===== src/rtl/cdb_writeback_arbiter_if.sv =====
// Requester-side handshake and WP1 broadcast bundle of the CDB writeback arbiter.
// The arbiter uses the slave modport; execution units / benches use master.
`ifndef ROB_SIZE_bits
`define ROB_SIZE_bits 4
`endif

interface cdb_writeback_arbiter_if #(
    parameter int NREQ = 3
);
    localparam int RW = `ROB_SIZE_bits + 1;

    logic                 ROB_FLUSH_Flag;
    logic [NREQ-1:0]      req_valid;
    logic [NREQ-1:0]      req_ready;
    logic [NREQ-1:0]      req_wen;
    logic [NREQ*RW-1:0]   req_roben;
    logic [NREQ*5-1:0]    req_dr;
    logic [NREQ*32-1:0]   req_data;

    logic                 WP1_Valid;
    logic                 WP1_Wen;
    logic [RW-1:0]        WP1_ROBEN;
    logic [4:0]           WP1_DRindex;
    logic [31:0]          WP1_Data;
    logic [2:0]           WP1_Grant;

    modport master (
        output ROB_FLUSH_Flag, req_valid, req_wen, req_roben, req_dr, req_data,
        input  req_ready, WP1_Valid, WP1_Wen, WP1_ROBEN, WP1_DRindex, WP1_Data, WP1_Grant
    );

    modport slave (
        input  ROB_FLUSH_Flag, req_valid, req_wen, req_roben, req_dr, req_data,
        output req_ready, WP1_Valid, WP1_Wen, WP1_ROBEN, WP1_DRindex, WP1_Data, WP1_Grant
    );
endinterface


===== src/rtl/cdb_writeback_arbiter.sv =====
// Round-robin writeback arbiter: NREQ one-entry holding buffers onto the registered WP1 port.
// Define CDB_ARB_FIXED_PRIORITY_EN for fixed priority (index 0 highest) instead of round-robin.
`ifndef ROB_SIZE_bits
`define ROB_SIZE_bits 4
`endif

module cdb_writeback_arbiter #(
    parameter int NREQ = 3
) (
    input  logic clk,
    input  logic rst,
    cdb_writeback_arbiter_if.slave bus
);
    localparam int RW = `ROB_SIZE_bits + 1;

    typedef struct packed {
        logic          wen;
        logic [RW-1:0] roben;
        logic [4:0]    dr;
        logic [31:0]   data;
    } entry_t;

    logic [NREQ-1:0] full;
    entry_t          ent    [NREQ];
    entry_t          in_ent [NREQ];
    logic [NREQ-1:0] accept;
    logic [NREQ-1:0] grant_vec;
    logic            any_grant;
    logic [2:0]      grant_idx;
    entry_t          gnt_ent;
`ifndef CDB_ARB_FIXED_PRIORITY_EN
    logic [2:0]      ptr;
`endif

    // Pick the full buffer closest to the priority origin (ptr, or 0 in fixed mode).
    always_comb begin
        int rel;
        // NOTE: every combinational output gets a default first so no path leaves it unassigned (no latch).
        any_grant = 1'b0;
        grant_idx = '0;
        grant_vec = '0;
        gnt_ent   = '0;
        rel       = 0;
        for (int d = 0; d < NREQ; d++) begin
            for (int i = 0; i < NREQ; i++) begin
`ifdef CDB_ARB_FIXED_PRIORITY_EN
                rel = i;
`else
                rel = i - int'(ptr);
                if (rel < 0) rel = rel + NREQ;
`endif
                // NOTE: blocking assignments here, since later iterations must see any_grant already set.
                if (!any_grant && full[i] && rel == d) begin
                    any_grant    = 1'b1;
                    grant_idx    = 3'(i);
                    grant_vec[i] = 1'b1;
                    gnt_ent      = ent[i];
                end
            end
        end
    end

    // Ready frees up in the same cycle the buffer is granted; flush blocks all capture.
    always_comb begin
        bus.req_ready = '0;
        accept        = '0;
        for (int i = 0; i < NREQ; i++) begin
            in_ent[i].wen   = bus.req_wen[i];
            in_ent[i].roben = bus.req_roben[i*RW +: RW];
            in_ent[i].dr    = bus.req_dr[i*5 +: 5];
            in_ent[i].data  = bus.req_data[i*32 +: 32];
            bus.req_ready[i] = !bus.ROB_FLUSH_Flag && (!full[i] || grant_vec[i]);
            accept[i]        = bus.req_valid[i] && bus.req_ready[i];
        end
    end

    always_ff @(posedge clk or posedge rst) begin
        if (rst) begin
            full            <= '0;
`ifndef CDB_ARB_FIXED_PRIORITY_EN
            ptr             <= '0;
`endif
            bus.WP1_Valid   <= 1'b0;
            bus.WP1_Wen     <= 1'b0;
            bus.WP1_ROBEN   <= '0;
            bus.WP1_DRindex <= '0;
            bus.WP1_Data    <= '0;
            bus.WP1_Grant   <= '0;
        end else if (bus.ROB_FLUSH_Flag) begin
            full          <= '0;
`ifndef CDB_ARB_FIXED_PRIORITY_EN
            ptr           <= '0;
`endif
            bus.WP1_Valid <= 1'b0;
            bus.WP1_Wen   <= 1'b0;
        end else begin
            // A ROB tag of zero is a null result: accepted, but never occupies the buffer.
            for (int i = 0; i < NREQ; i++) begin
                if (accept[i] && in_ent[i].roben != '0) full[i] <= 1'b1;
                else if (grant_vec[i])                  full[i] <= 1'b0;
            end
            if (any_grant) begin
                bus.WP1_Valid   <= 1'b1;
                bus.WP1_Wen     <= gnt_ent.wen && (gnt_ent.dr != 5'd0);
                bus.WP1_ROBEN   <= gnt_ent.roben;
                bus.WP1_DRindex <= gnt_ent.dr;
                bus.WP1_Data    <= gnt_ent.data;
                bus.WP1_Grant   <= grant_idx;
`ifndef CDB_ARB_FIXED_PRIORITY_EN
                ptr <= (grant_idx == 3'(NREQ - 1)) ? 3'd0 : grant_idx + 3'd1;
`endif
            end else begin
                bus.WP1_Valid <= 1'b0;
                bus.WP1_Wen   <= 1'b0;
            end
        end
    end

    // NOTE: payload storage has no reset; its contents are only observed while the matching full bit is set.
    always_ff @(posedge clk) begin
        for (int i = 0; i < NREQ; i++) begin
            if (accept[i]) ent[i] <= in_ent[i];
        end
    end
endmodule


===== src/flat_wrapper.sv =====
// flat-port wrapper written by rule: the top's interface ports become plain ports
module cdb_writeback_arbiter_flat 
#(
    parameter int NREQ = 3
)
  (clk, rst, bus_ROB_FLUSH_Flag, bus_req_valid, bus_req_wen, bus_req_roben, bus_req_dr, bus_req_data, bus_req_ready, bus_WP1_Valid, bus_WP1_Wen, bus_WP1_ROBEN, bus_WP1_DRindex, bus_WP1_Data, bus_WP1_Grant);
  cdb_writeback_arbiter_if #(.NREQ(NREQ)) bus_i ();
  input  logic clk;
  input  logic rst;
  input wire logic [$bits(bus_i.ROB_FLUSH_Flag)-1:0] bus_ROB_FLUSH_Flag;
  input wire logic [$bits(bus_i.req_valid)-1:0] bus_req_valid;
  input wire logic [$bits(bus_i.req_wen)-1:0] bus_req_wen;
  input wire logic [$bits(bus_i.req_roben)-1:0] bus_req_roben;
  input wire logic [$bits(bus_i.req_dr)-1:0] bus_req_dr;
  input wire logic [$bits(bus_i.req_data)-1:0] bus_req_data;
  output wire logic [$bits(bus_i.req_ready)-1:0] bus_req_ready;
  output wire logic [$bits(bus_i.WP1_Valid)-1:0] bus_WP1_Valid;
  output wire logic [$bits(bus_i.WP1_Wen)-1:0] bus_WP1_Wen;
  output wire logic [$bits(bus_i.WP1_ROBEN)-1:0] bus_WP1_ROBEN;
  output wire logic [$bits(bus_i.WP1_DRindex)-1:0] bus_WP1_DRindex;
  output wire logic [$bits(bus_i.WP1_Data)-1:0] bus_WP1_Data;
  output wire logic [$bits(bus_i.WP1_Grant)-1:0] bus_WP1_Grant;
  assign bus_i.ROB_FLUSH_Flag = bus_ROB_FLUSH_Flag;
  assign bus_i.req_valid = bus_req_valid;
  assign bus_i.req_wen = bus_req_wen;
  assign bus_i.req_roben = bus_req_roben;
  assign bus_i.req_dr = bus_req_dr;
  assign bus_i.req_data = bus_req_data;
  assign bus_req_ready = bus_i.req_ready;
  assign bus_WP1_Valid = bus_i.WP1_Valid;
  assign bus_WP1_Wen = bus_i.WP1_Wen;
  assign bus_WP1_ROBEN = bus_i.WP1_ROBEN;
  assign bus_WP1_DRindex = bus_i.WP1_DRindex;
  assign bus_WP1_Data = bus_i.WP1_Data;
  assign bus_WP1_Grant = bus_i.WP1_Grant;
  cdb_writeback_arbiter #(.NREQ(NREQ)) u_core (.clk(clk), .rst(rst), .bus(bus_i));
endmodule

===== config.mk =====
export PLATFORM = sky130hd
export DESIGN_NAME = cdb_writeback_arbiter_flat
export DESIGN_NICKNAME = d
export VERILOG_FILES = /design/src/rtl/cdb_writeback_arbiter_if.sv /design/src/rtl/cdb_writeback_arbiter.sv /design/src/flat_wrapper.sv
export SDC_FILE = /design/constraint.sdc
export NUM_CORES = 1
export LEC_CHECK = 0
export ABC_AREA = 1
export CORE_ASPECT_RATIO = 0.6
export CORE_MARGIN = 2
export CORE_UTILIZATION = 40
export CTS_CLUSTER_DIAMETER = 60
export CTS_CLUSTER_SIZE = 30
export DETAILED_ROUTE_END_ITERATION = 12
export PLACE_DENSITY_LB_ADDON = 0.2
export SETUP_SLACK_MARGIN = 0.4
export SKIP_LAST_GASP = 1
export SLEW_MARGIN = 10
export SYNTH_ARGS = -nofsm -noshare
export SYNTH_HDL_FRONTEND = slang
export SYNTH_SLANG_ARGS = --single-unit

===== constraint.sdc =====
create_clock -name clk -period 5.3 [get_ports clk]
set_clock_uncertainty 0.05 [all_clocks]
set_input_delay 1.325 -clock clk [delete_from_list [all_inputs] [get_ports clk]]
set_output_delay 1.325 -clock clk [all_outputs]
set_load 0.01 [all_outputs]

# [Yosys cells after proc, flatten, opt, wreduce, memory -nomap -nowiden]
# Memories as Yosys holds them, arrays and structs flattened.
# Cells that the tools add are included.
[totals] regBits=53 n_memories=1 in_bits=135 elab_cells=140 ram_bits=129 out_inout_bits=50
[memory_table] name="u_core.ent" words=3 word_bits=43 rd=3 rd_clocked_by_memory_dff=0 wr=3 line_no="cdb_writeback_arbiter.sv:24" rtl="entry_t ent [NREQ];"
[op_classes] muxes=57 eq_ne=7 n_reduce_logical=54 addsub=7 bitwise=1 order_cmp=3
[op_table] operator="two-way mux 43 bit" n=9
[op_table] operator="adder 32 x 3 -> 32 bit (second input constant)" n=3
[op_table] operator="== test 32 x 2 -> 1 bit (second input constant)" n=3
[op_table] operator="== test 32 x 3 -> 1 bit (second input constant)" n=3
[op_table] operator="zero test 32 bit" n=3
[op_table] operator="less-than comparator 32 x 1 -> 1 bit (second input constant)" n=3
[op_table] operator="two-way mux 32 bit" n=3
[op_table] operator="two-way mux 1 bit" n=34
[op_table] operator="logical AND 1 bit" n=27
[op_table] operator="nonzero test 5 bit" n=4
[op_table] operator="two-way mux 2 bit" n=7
[op_table] operator="zero test 1 bit" n=12
[op_table] operator="two-way mux 3 bit" n=4
[op_table] operator="nonzero test 3 bit" n=3
[op_table] operator="subtractor 1 x 3 -> 4 bit (first input constant)" n=2
[op_table] operator="subtractor 2 x 3 -> 4 bit (first input constant)" n=1
[op_table] operator="adder 2 x 1 -> 3 bit (second input constant)" n=1
[op_table] operator="logical OR 1 bit" n=3
[op_table] operator="== test 2 bit (second input constant)" n=1
[op_table] operator="AND reduction 2 bit" n=1
[op_table] operator="nonzero test 2 bit" n=1
[op_table] operator="inverter 1 bit" n=1

# [Depth between registers and ports, before layout]
# Gate-level depths: netlist (run 1).
[depth] depth_word=44 mapped_depth=23 mapped_depth_nobuf=22

# [Worst setup path after synthesis (run 1)]
# No wires, ideal clock.
[synth_path] path_kind="flip-flop to flip-flop" from="register u_core.ptr[1]" to="memory u_core.ent[0][43] (netlist bit), enable pin" path_stages_with_launch=19 t_arrival_ns=3.709 required_time_ns=4.845 setup_ns=0.405 n_path_buf=1 synth_period_minus_slack_ns=4.163 path_slack_ns=1.137 cell_sequence="dfrtp_1 inv_1 ha_1 fa_1 inv_1 nor2_1 nand2_1 nand2_1 nand3_2 nand2_1 inv_2 nand4_4 nor3_4 nand2_2 nand2_2 buf_4 inv_2 nand2_1 and3_1"
[synth_lines] element="from (decl)" line_no="cdb_writeback_arbiter.sv:32" rtl="logic [2:0] ptr;"
[synth_lines] element="from (signal assigned)" line_no="cdb_writeback_arbiter.sv:110" rtl="ptr <= (grant_idx == 3'(NREQ - 1)) ? 3'd0 : grant_idx + 3'd1;"
[synth_lines] element="to (decl)" line_no="cdb_writeback_arbiter.sv:24"

# [Final worst setup path (run 1)]
[layout_path] from="register u_core.ptr[1]" to="output bus_req_ready[2]"
[layout_via] elab_chain_len=40 word_cells_on_any_way=59 cone_classes="add/sub: 6; order compare: 3; eq/ne: 6; mux: 14; reduce/logical: 30"
[layout_rtl] element="subtractor 1 x 3 -> 4 bit" line_no="cdb_writeback_arbiter.sv:49" rtl="rel = i - int'(ptr);"
[layout_rtl] element="adder 32 x 3 -> 32 bit or less-than comparator 32 x 1 -> 1 bit (tied branches)" line_no="cdb_writeback_arbiter.sv:50" rtl="if (rel < 0) rel = rel + NREQ;"
[layout_rtl] element="two-way mux 32 bit" line_no="cdb_writeback_arbiter.sv:50"
[layout_rtl] element="zero test 32 bit" line_no="cdb_writeback_arbiter.sv:53" rtl="if (!any_grant && full[i] && rel == d) begin"
[layout_rtl] element="logical AND 1 bit" line_no="cdb_writeback_arbiter.sv:53"
[layout_rtl] element="two-way mux 1 bit" line_no="cdb_writeback_arbiter.sv:53"
[layout_rtl] element="zero test 1 bit" line_no="cdb_writeback_arbiter.sv:53"
[layout_rtl] element="logical AND 1 bit (2 in series)" line_no="cdb_writeback_arbiter.sv:53"
[layout_rtl] element="[... 21 more ...]"
[layout_rtl] element="zero test 1 bit" line_no="cdb_writeback_arbiter.sv:53"
[layout_rtl] element="logical AND 1 bit (2 in series)" line_no="cdb_writeback_arbiter.sv:53"
[layout_rtl] element="two-way mux 1 bit" line_no="cdb_writeback_arbiter.sv:53"
[layout_rtl] element="zero test 1 bit" line_no="cdb_writeback_arbiter.sv:53"
[layout_rtl] element="logical AND 1 bit (2 in series)" line_no="cdb_writeback_arbiter.sv:53"
[layout_rtl] element="two-way mux 1 bit (*)" line_no="cdb_writeback_arbiter.sv:53"
[layout_rtl] element="logical OR 1 bit (*)" line_no="cdb_writeback_arbiter.sv:72" rtl="bus.req_ready[i] = !bus.ROB_FLUSH_Flag && (!full[i] || grant_vec[i]);"
[layout_rtl] element="logical AND 1 bit (*)" line_no="cdb_writeback_arbiter.sv:72"
[layout_rtl] element="to (decl)" line_no="flat_wrapper.sv:16" rtl="output wire logic [$bits(bus_i.req_ready)-1:0] bus_req_ready;"
# Every way passes the cells marked *; elsewhere a longest branch is shown, timed or not.

==> summary.md, run 1 <==
| Metric | Value |
|---|---|
| Status | `finished clean` |
| Req. time, crit path | `about 3900 ps` |
| Worst setup endpoint | `bus_req_ready[2]` |
| Leading area contributor after synthesis | `edfxtp_1` |
| Fmax | `0.2151 GHz` |
| WP depth | `18` |
| Yosys cell types | `38` |
| R2R setup slack | `roughly 1300 ps` |
| Global-route wire length before repair | `36.76 mm` |
| Worst VDD drop | `about 0.25 mV` |
| Sequential Power Share | `between 30% and 40%` |
| Gr ovfl total | `0` |
| Die area | `around 21,000 um^2` |
| Core area | `between 15,000 and 20,000 um^2` |
| Num CTS Buffers | `17` |
| #FFs+latches synth | `181` |
| Vias | `approximately 6,400` |
| Initial core utilization | `40.48%` |
| Max-slew violation count | `0` |
| Final Hold Viols | `0` |
| CTS tree | `done` |
| Worst path top cell family by delay | `simple AND/OR/NAND/NOR gates` |
| Share of post-route cells with drive strength above 1 | `a little under a tenth` |
| PD cells | `roughly 460 nW/um^2` |
| Synth area leaders | `edfxtp_1 (48%), dfrtp_1 (16%), nand2_1 (12%)` |
| CP max stage cell | `dfrtp_2` |
| Ant. Diodes | `0` |
| CP Buf/Inv Count | `6` |
| Ports | `185` |
| Drt total wl | `24.09 mm` |
| Rows | `40` |
| Pleak | `~4.5 nW` |
| Initial DRC count | `between 500 and 600` |
| Net switching power | `1.878 mW` |
| Deepest clock path buffer count | `2` |
| Die Y | `~110 um` |
| CTS Sinks | `between 150 and 200` |
| Vias per cell | `between 5 and 6` |
| Post-route setup TNS | `0 ps` |
| Startpoint types | `flop` |
| Sequential area share after synthesis | `between 60% and 70%` |
| Worst Hold Class | `reg2reg` |
| Sw Ratio | `around 37%` |
| Synthesized instance count | `slightly below 800` |
| RR Startpoint | `u_core.ptr[1]` |
| CP arrival | `approximately 3300 ps` |
| Syn Nets | `935` |
| Final cell count without fillers | `between 1,000 and 1,500` |
| Hold-fix buffers at CTS | `0` |
| Crit path from | `u_core.ptr[1]` |
| Crit path largest cell delay | `between 400 and 500 ps` |
| Clock network power share | `between 20% and 30%` |
| Area share of the largest cell type after synthesis | `48.16%` |
| P&R area growth vs syn | `35.10%` |
| Wire per inst | `19.02 um` |
| Synthesis Warnings | `0` |
| CTS clk-pin slew, worst paths | `~60 ps` |
| Post-route ant nets | `0` |
| Slew margin rel. | `between 30 and 40%` |
| RSZ-0062 raised after global routing | `no` |
| Dpl cells | `about 1,200` |
| GPL Wtd Cong | `0.8989` |
| H-Tree Depth | `4` |
| Pin count of the biggest net entering global routing | `between 50 and 60` |
| Reg2Reg Depth | `19` |
| Setup Crit Path Kind | `reg2out` |
| Worst skew pair latency | `between 400 and 500 ps` |
| Global router's overall resource usage | `about a quarter` |
| Worst-margin pin slew | `between 1000 and 1500 ps` |
| Port buffer count | `~180` |
| Combinational Power Share | `roughly two fifths` |
| Vias in the first global route | `between 6,000 and 7,000` |
| DRC Markers | `0` |
| Reg2reg end | `u_core.ent[0][109]` |
| Final setup viols | `0` |
| Detailed placement HPWL | `around 16 mm` |
| Period utilization | `87.73%` |
| # nets final | `approximately 1,100` |
| Pre-antenna DRT Iters | `7` |
| Cell Area, Synth | `slightly above 8000 um^2` |
| Internal power | `between 3 and 4 mW` |
| Mean post-synth cell area | `between 10 and 15 um^2` |
| CP Capture Type | `output pin` |
| Final min period | `around 4600 ps` |
| Clk root buf | `clkbuf_16` |
| Worst path cell trace | `inv_4 > ha_1 > fa_1 > inv_1 > nor2_1 > nand2_1 > nand2_1 > nand3_2 > nand2_2 > inv_2 > nand4_4 > nor3_4 > buf_6 > nand3_4 > nand2_2 > inv_1 > a21oi_1 > dlygate4sd2_1` |
| Critical Path Fanout Max | `9` |
| Max cap viols | `0` |
| Initial antenna violation count | `1` |
| Die X | `between 150 and 200 um` |
| Fillers | `~1,700` |
[layout by cell type, fill, tap and decap left out, drive strengths merged, types with 2 or more instances in the layout]
| cell type | instances |
|---|---|
| and3 | 3 |
| or2 | 4 |
| o22ai | 2 |
| a22o | 4 |
| ha | 11 |
| clkdlybuf4s50 | 180 |
| buf | 18 |
| inv | 66 |
| clkbuf | 19 |
| o211ai | 2 |
| dfrtp | 52 |
| dlymetal6s2s | 2 |
| nand2 | 253 |
| nor2 | 58 |
| o21ai | 11 |
| a21oi | 31 |
| nor3 | 4 |
| o2111ai | 14 |
| o41ai | 3 |
| nand3 | 96 |
| nand4 | 10 |
| edfxtp | 129 |
| clkinv | 10 |
| a31oi | 2 |
[worst reg2reg max path, cell delays in order, from the launching register on]
cell     delay, ps
dfrtp_2        480
inv_4          110
ha_1           170
fa_1           400
inv_1           60
nor2_1          40
nand2_1         50
nand2_1         90
nand3_2        110
nand2_2         90
inv_2          110
nand4_4        100
nor3_4         240
buf_6          180
nand3_4         70
nand2_2         80
inv_1           70
nand2_1         70
and3_2         590
buf_4          490
[final cells by class]
| type | instances | area (um^2) | area share [%] |
|---|---|---|---|
| flip-flops and latches | 181 | 5179 | 47.66 |
| repair buffers | 201 | 1999 | 18.40 |
| inverters | 65 | 252.7 | 2.326 |
| clock inverters | 13 | 122.6 | 1.129 |
| well taps | 273 | 341.6 | 3.144 |
| multi-input cells | 514 | 2527 | 23.26 |
| clock buffers | 19 | 442.9 | 4.076 |
[power by group through the flow]
stage,logic [mW],registers [mW],clock network (mW)
after floorplan,1.08,1.92,0
after global placement,1.86,1.88,0
after detailed placement,1.87,1.88,0
after CTS,1.92,1.86,1.26
after global routing,2.15,1.88,1.32
final,1.94,1.86,1.23
[state kept, by name (all words and copies together) (netlist names)]
signal	flops
u_core.ent	129
u_core.bus.WP1_DRindex	5
u_core.bus.WP1_Data	32
u_core.bus.WP1_Valid	1
u_core.bus.WP1_Grant	2
u_core.bus.WP1_ROBEN	5
u_core.bus.WP1_Wen	1
u_core.full	3
u_core.ptr	3
[per-stage QoR]
step / instance area [um^2] / hold WS (ps) / util (%) / worst slack (ps) / total power [mW]
2_1_floorplan: 8043 / 405.5 / - / 1137 / 2.995
3_3_place_gp: 10190 / 412.5 / 51.30 / 460.7 / 3.743
3_5_place_dp: 10190 / 414.9 / 51.30 / 330.3 / 3.753
4_1_cts: 10810 / 433.6 / 54.38 / 427.5 / 5.038
5_1_grt: 10870 / 446.0 / 54.69 / 400.9 / 5.348
6_report: 10870 / 428.8 / 54.69 / 650.1 / 5.032
[routing by layer]
layer	GRT usage [%]	part of all wire, %	vias up
li1	-	-	3063
met1	34.72	49	3033
met2	32.94	41	298
met3	7.723	9.4	16
met4	5.344	0.71	0
met5	0	0	-
[worst min-delay path by stage]
| stage | end | start | depth (start not counted) |
|---|---|---|---|
| 3_5_place_dp | u_core.bus.WP1_Data[13] | u_core.bus.WP1_Data[13] | 2 |
| 3_3_place_gp | u_core.bus.WP1_Data[21] | u_core.bus.WP1_Data[21] | 2 |
| 6_report | u_core.bus.WP1_Data[7] | u_core.bus.WP1_Data[7] | 2 |
| 5_1_grt | u_core.bus.WP1_Data[7] | u_core.bus.WP1_Data[7] | 2 |
| 4_1_cts | u_core.bus.WP1_Data[13] | u_core.bus.WP1_Data[13] | 2 |
| 2_1_floorplan | u_core.bus.WP1_Data[0] | u_core.ent[0][86] | 2 |
[cell usage after synthesis]
| master | n |
|---|---|
| nor2_2 | 2 |
| inv_1 | 55 |
| clkbuf_1 | 12 |
| nand3_1 | 93 |
| buf_2 | 7 |
| a31oi_1 | 2 |
| dfrtp_1 | 52 |
| clkinv_1 | 3 |
| nand2_2 | 5 |
| a21oi_1 | 31 |
| nand3b_1 | 1 |
| o21ai_0 | 11 |
| buf_1 | 1 |
| xnor2_1 | 1 |
| ha_1 | 11 |
| edfxtp_1 | 129 |
| nor3_4 | 1 |
| nand3_2 | 2 |
| o22ai_1 | 2 |
| and3_1 | 3 |
| o21a_1 | 1 |
| o41ai_1 | 3 |
| buf_6 | 3 |
| conb_1 | 1 |
| o211ai_1 | 2 |
| nand4_1 | 9 |
| o2111ai_1 | 14 |
| buf_4 | 5 |
| nor2_1 | 56 |
| nand4_4 | 1 |
| fa_1 | 1 |
| inv_2 | 7 |
| nand2_1 | 248 |
| a22o_1 | 4 |
| nor3_1 | 3 |
| xor2_1 | 1 |
| nand3_4 | 1 |
| or2_2 | 4 |
[what timing repair did]
action / in CTS / in global routing
endpoints found under the setup margin: 3 / 3
pin swaps: 2 / 1
resized for setup: 14 / 12
buffers inserted: 2 / 3
[cells by family after synthesis]
| group | share of synthesized area [%] |
|---|---|
| other | 0.04663 |
| flip-flops | 64.34 |
| adder cells (fa/ha/maj) | 1.960 |
| AND/OR/NAND/NOR | 22.98 |
| AO/OA/AOI/OAI | 5.492 |
| XOR/XNOR | 0.2178 |
| buffers and inverters | 4.963 |
No activity file was read; power rests on OpenSTA's default activity.
==> inputs of run 2 (changes only) <==
--- a/config.mk
+++ b/config.mk
@@ -14,6 +14,7 @@
 export DETAILED_ROUTE_END_ITERATION = 12
 export PLACE_DENSITY_LB_ADDON = 0.2
 export SETUP_SLACK_MARGIN = 0.4
+export SKIP_CTS_REPAIR_TIMING = 1
 export SKIP_LAST_GASP = 1
 export SLEW_MARGIN = 10
 export SYNTH_ARGS = -nofsm -noshare
==> summary.md, run 2 (synthesis results as in run 1) <==
| Metric | Value |
|---|---|
| Die area | `21,290 um^2 (unchanged)` |
| Die X | `187.1 um (unchanged)` |
| Clk root buf | `clkbuf_16` |
| Num CTS Buffers | `17 (unchanged)` |
| CP Buf/Inv Count | `6 (unchanged)` |
| Ports | `185 (unchanged)` |
| CTS Sinks | `181 (unchanged)` |
| Setup Crit Path Kind | `reg2out` |
| RSZ-0062 raised after global routing | `yes` |
| Status | `finished clean` |
| R2R setup slack | `1120 ps (-150 ps)` |
| P&R area growth vs syn | `34.75%` |
| Initial DRC count | `564 (-4.4%)` |
| Most frequent cells in the layout | `nand2_1 (247), clkdlybuf4s50_1 (180), edfxtp_1 (129), nand3_1 (92), nor2_1 (54)` |
| Crit path largest cell delay | `480 ps (about the same)` |
| CTS tree | `done` |
| Share of post-route cells with drive strength above 1 | `8.586% (-0.68 points)` |
| Global-route wire length before repair | `36.63 mm (-0.34%)` |
| Wire per inst | `19.11 um (+0.47%)` |
| Final cell count without fillers | `1,263 (-0.24%)` |
| Critical Path Fanout Max | `8 (-1)` |
| Dpl cell area | `10,190 um^2 (unchanged)` |
| Hold Path Depth | `2 (unchanged)` |
| Hold path endpoint | `u_core.bus.WP1_Data[7]` |
| H-Tree Depth | `4 (unchanged)` |
| Period utilization | `88.67% (+0.94 points)` |
| Fmax | `0.2128 GHz (-1.1%)` |
| Dpl cells | `1,229 (unchanged)` |
| CP max stage cell | `dfrtp_2` |
| Worst-margin pin slew | `1016 ps (+10.42 ps)` |
| Die Y | `113.8 um (unchanged)` |
| Worst skew pair latency | `430 ps (about the same)` |
| Req. time, crit path | `3920 ps (about the same)` |
| Vias per cell | `5.063 (about the same)` |
| Max-slew violation count | `0 (unchanged)` |
| Global router's overall resource usage | `23.28% (-0.075 points)` |
| Most flops, register | `u_core.ent` |
| Vias | `6,394 (-0.25%)` |
| Final min period | `4699 ps (+49.61 ps)` |
| Initial antenna violation count | `1 (unchanged)` |
| Core area | `19,870 um^2 (unchanged)` |
| Pleak | `4.483 nW (-0.14%)` |
| Rows | `40 (unchanged)` |
| Final setup viols | `0 (unchanged)` |
| Port buffer count | `183 (unchanged)` |
| Dpl ws | `330.3 ps (unchanged)` |
| DRC Markers | `0 (unchanged)` |
| Most common cell after layout, fill and taps aside | `nand2_1` |
| Startpoint types | `flop` |
| Critical Path Most Common Cell | `nand2_1` |
| Max cap viols | `0 (unchanged)` |
| Worst Hold Class | `reg2reg` |
| Fillers | `1,755 (+0.52%)` |
| Worst VDD drop | `0.2585 mV (+4.5%)` |
| CP Capture Type | `output pin` |
| Reg2Reg Depth | `20 (+1)` |
| Deepest clock path buffer count | `2 (unchanged)` |
| Post-route setup TNS | `0 ps (unchanged)` |
| Worst path top cell family by delay | `simple AND/OR/NAND/NOR gates` |
| Reg2reg end | `u_core.ent[0][109]` |
| Final Hold Viols | `0 (unchanged)` |
| Largest regs | `u_core.ent: 129 flops, u_core.bus.WP1_Data: 32 flops` |
| # nets final | `1,124 (-0.27%)` |
| CP arrival | `3320 ps (+50 ps)` |
| GPL Wtd Cong | `0.8989 (unchanged)` |
| Fin area | `10,840 um^2 (-0.25%)` |
| Worst path cell trace | `inv_4 > ha_1 > fa_1 > inv_1 > nor2_1 > nand2_1 > nand2_1 > nand3_2 > nand2_1 > inv_2 > nand3_1 > nor2_4 > nand2_4 > inv_4 > nor2_1 > nand2_2 > inv_1 > a21oi_1 > dlymetal6s2s_1` |
| Final worst slack | `600.5 ps (-49.61 ps)` |
| Hold_sp | `u_core.bus.WP1_Data[7]` |
| CTS clk-pin slew, worst paths | `60 ps (about the same)` |
| Initial core utilization | `40.48% (unchanged)` |
| Vias in the first global route | `6,196 (-0.39%)` |
| Gr ovfl total | `0 (unchanged)` |
| Post-route ant nets | `0 (unchanged)` |
| Ant. Diodes | `0 (unchanged)` |
| Max reg flops | `129 (unchanged)` |
| PD cells | `461.9 nW/um^2 (-0.26%)` |
| RR Startpoint | `u_core.ptr[1]` |
| Drt total wl | `24.14 mm (+0.24%)` |
| Slew margin rel. | `32.04% (-0.70 points)` |
| Pre-antenna DRT Iters | `5 (-2)` |
| Pin count of the biggest net entering global routing | `58 (unchanged)` |
| Detailed placement HPWL | `16.48 mm (unchanged)` |
## run 2: changes by cell type in the layout (fill, tap and decap cells not counted), sizes merged
cell,before,now
buf,18,15
dlygate4sd2,1,0
dlymetal6s2s,2,3
## run 2: through the flow
step / hold slack (ps) / util (%) / power [mW]
after floorplan: 405.5 / - / 2.995
after global placement: 412.5 / 51.30 / 3.743
after detailed placement: 414.9 / 51.30 / 3.753
after CTS: 433.6 / 54.14 / 4.992
after global routing: 446.0 / 54.55 / 5.323
final: 427.9 / 54.55 / 5.006
## run 2: final cells by class
class,count,area (um^2),area share [%]
inverters,65,252.7,2.332
flip-flops and latches,181,5179,47.78
clock inverters,13,122.6,1.131
multi-input cells,514,2522,23.27
well taps,273,341.6,3.152
clock buffers,19,442.9,4.087
repair buffers,198,1977,18.24
## run 2: tightest hold or removal path, stage by stage (launching register included)
cell	delay (ps)
dfrtp_1	340
nand2_1	50
nand2_1	50
## run 2: where the power goes
group / leakage, nW / internal [mW] / switching, mW / total [mW]
Sequential: 1.87 / 1.75 / 0.110 / 1.86
Clock: 0.284 / 0.668 / 0.559 / 1.23
Combinational: 2.32 / 0.723 / 1.20 / 1.92
## run 2: routing by layer
layer  vias to the layer above  GRT usage (%)  share of wire [%]
met3                        18          7.631                9.3
met5                         -              0                  0
met4                         0          5.344               0.77
met1                      3023          34.62                 49
met2                       303          32.86                 41
li1                       3050              -                  -
## run 2: worst max-delay path by stage
stage / from / to / slack, ps / cells after the start
3_3_place_gp: u_core.ptr[1] / bus_req_ready[2] / 460 / 15
5_1_grt: u_core.ptr[1] / bus_req_ready[2] / 330 / 19
4_1_cts: u_core.ptr[1] / bus_req_ready[2] / -160 / 15
2_1_floorplan: u_core.ptr[1] / u_core.ent[0][43] / 1140 / 18
6_report: u_core.ptr[1] / bus_req_ready[2] / 600 / 19
3_5_place_dp: u_core.ptr[1] / bus_req_ready[2] / 330 / 15
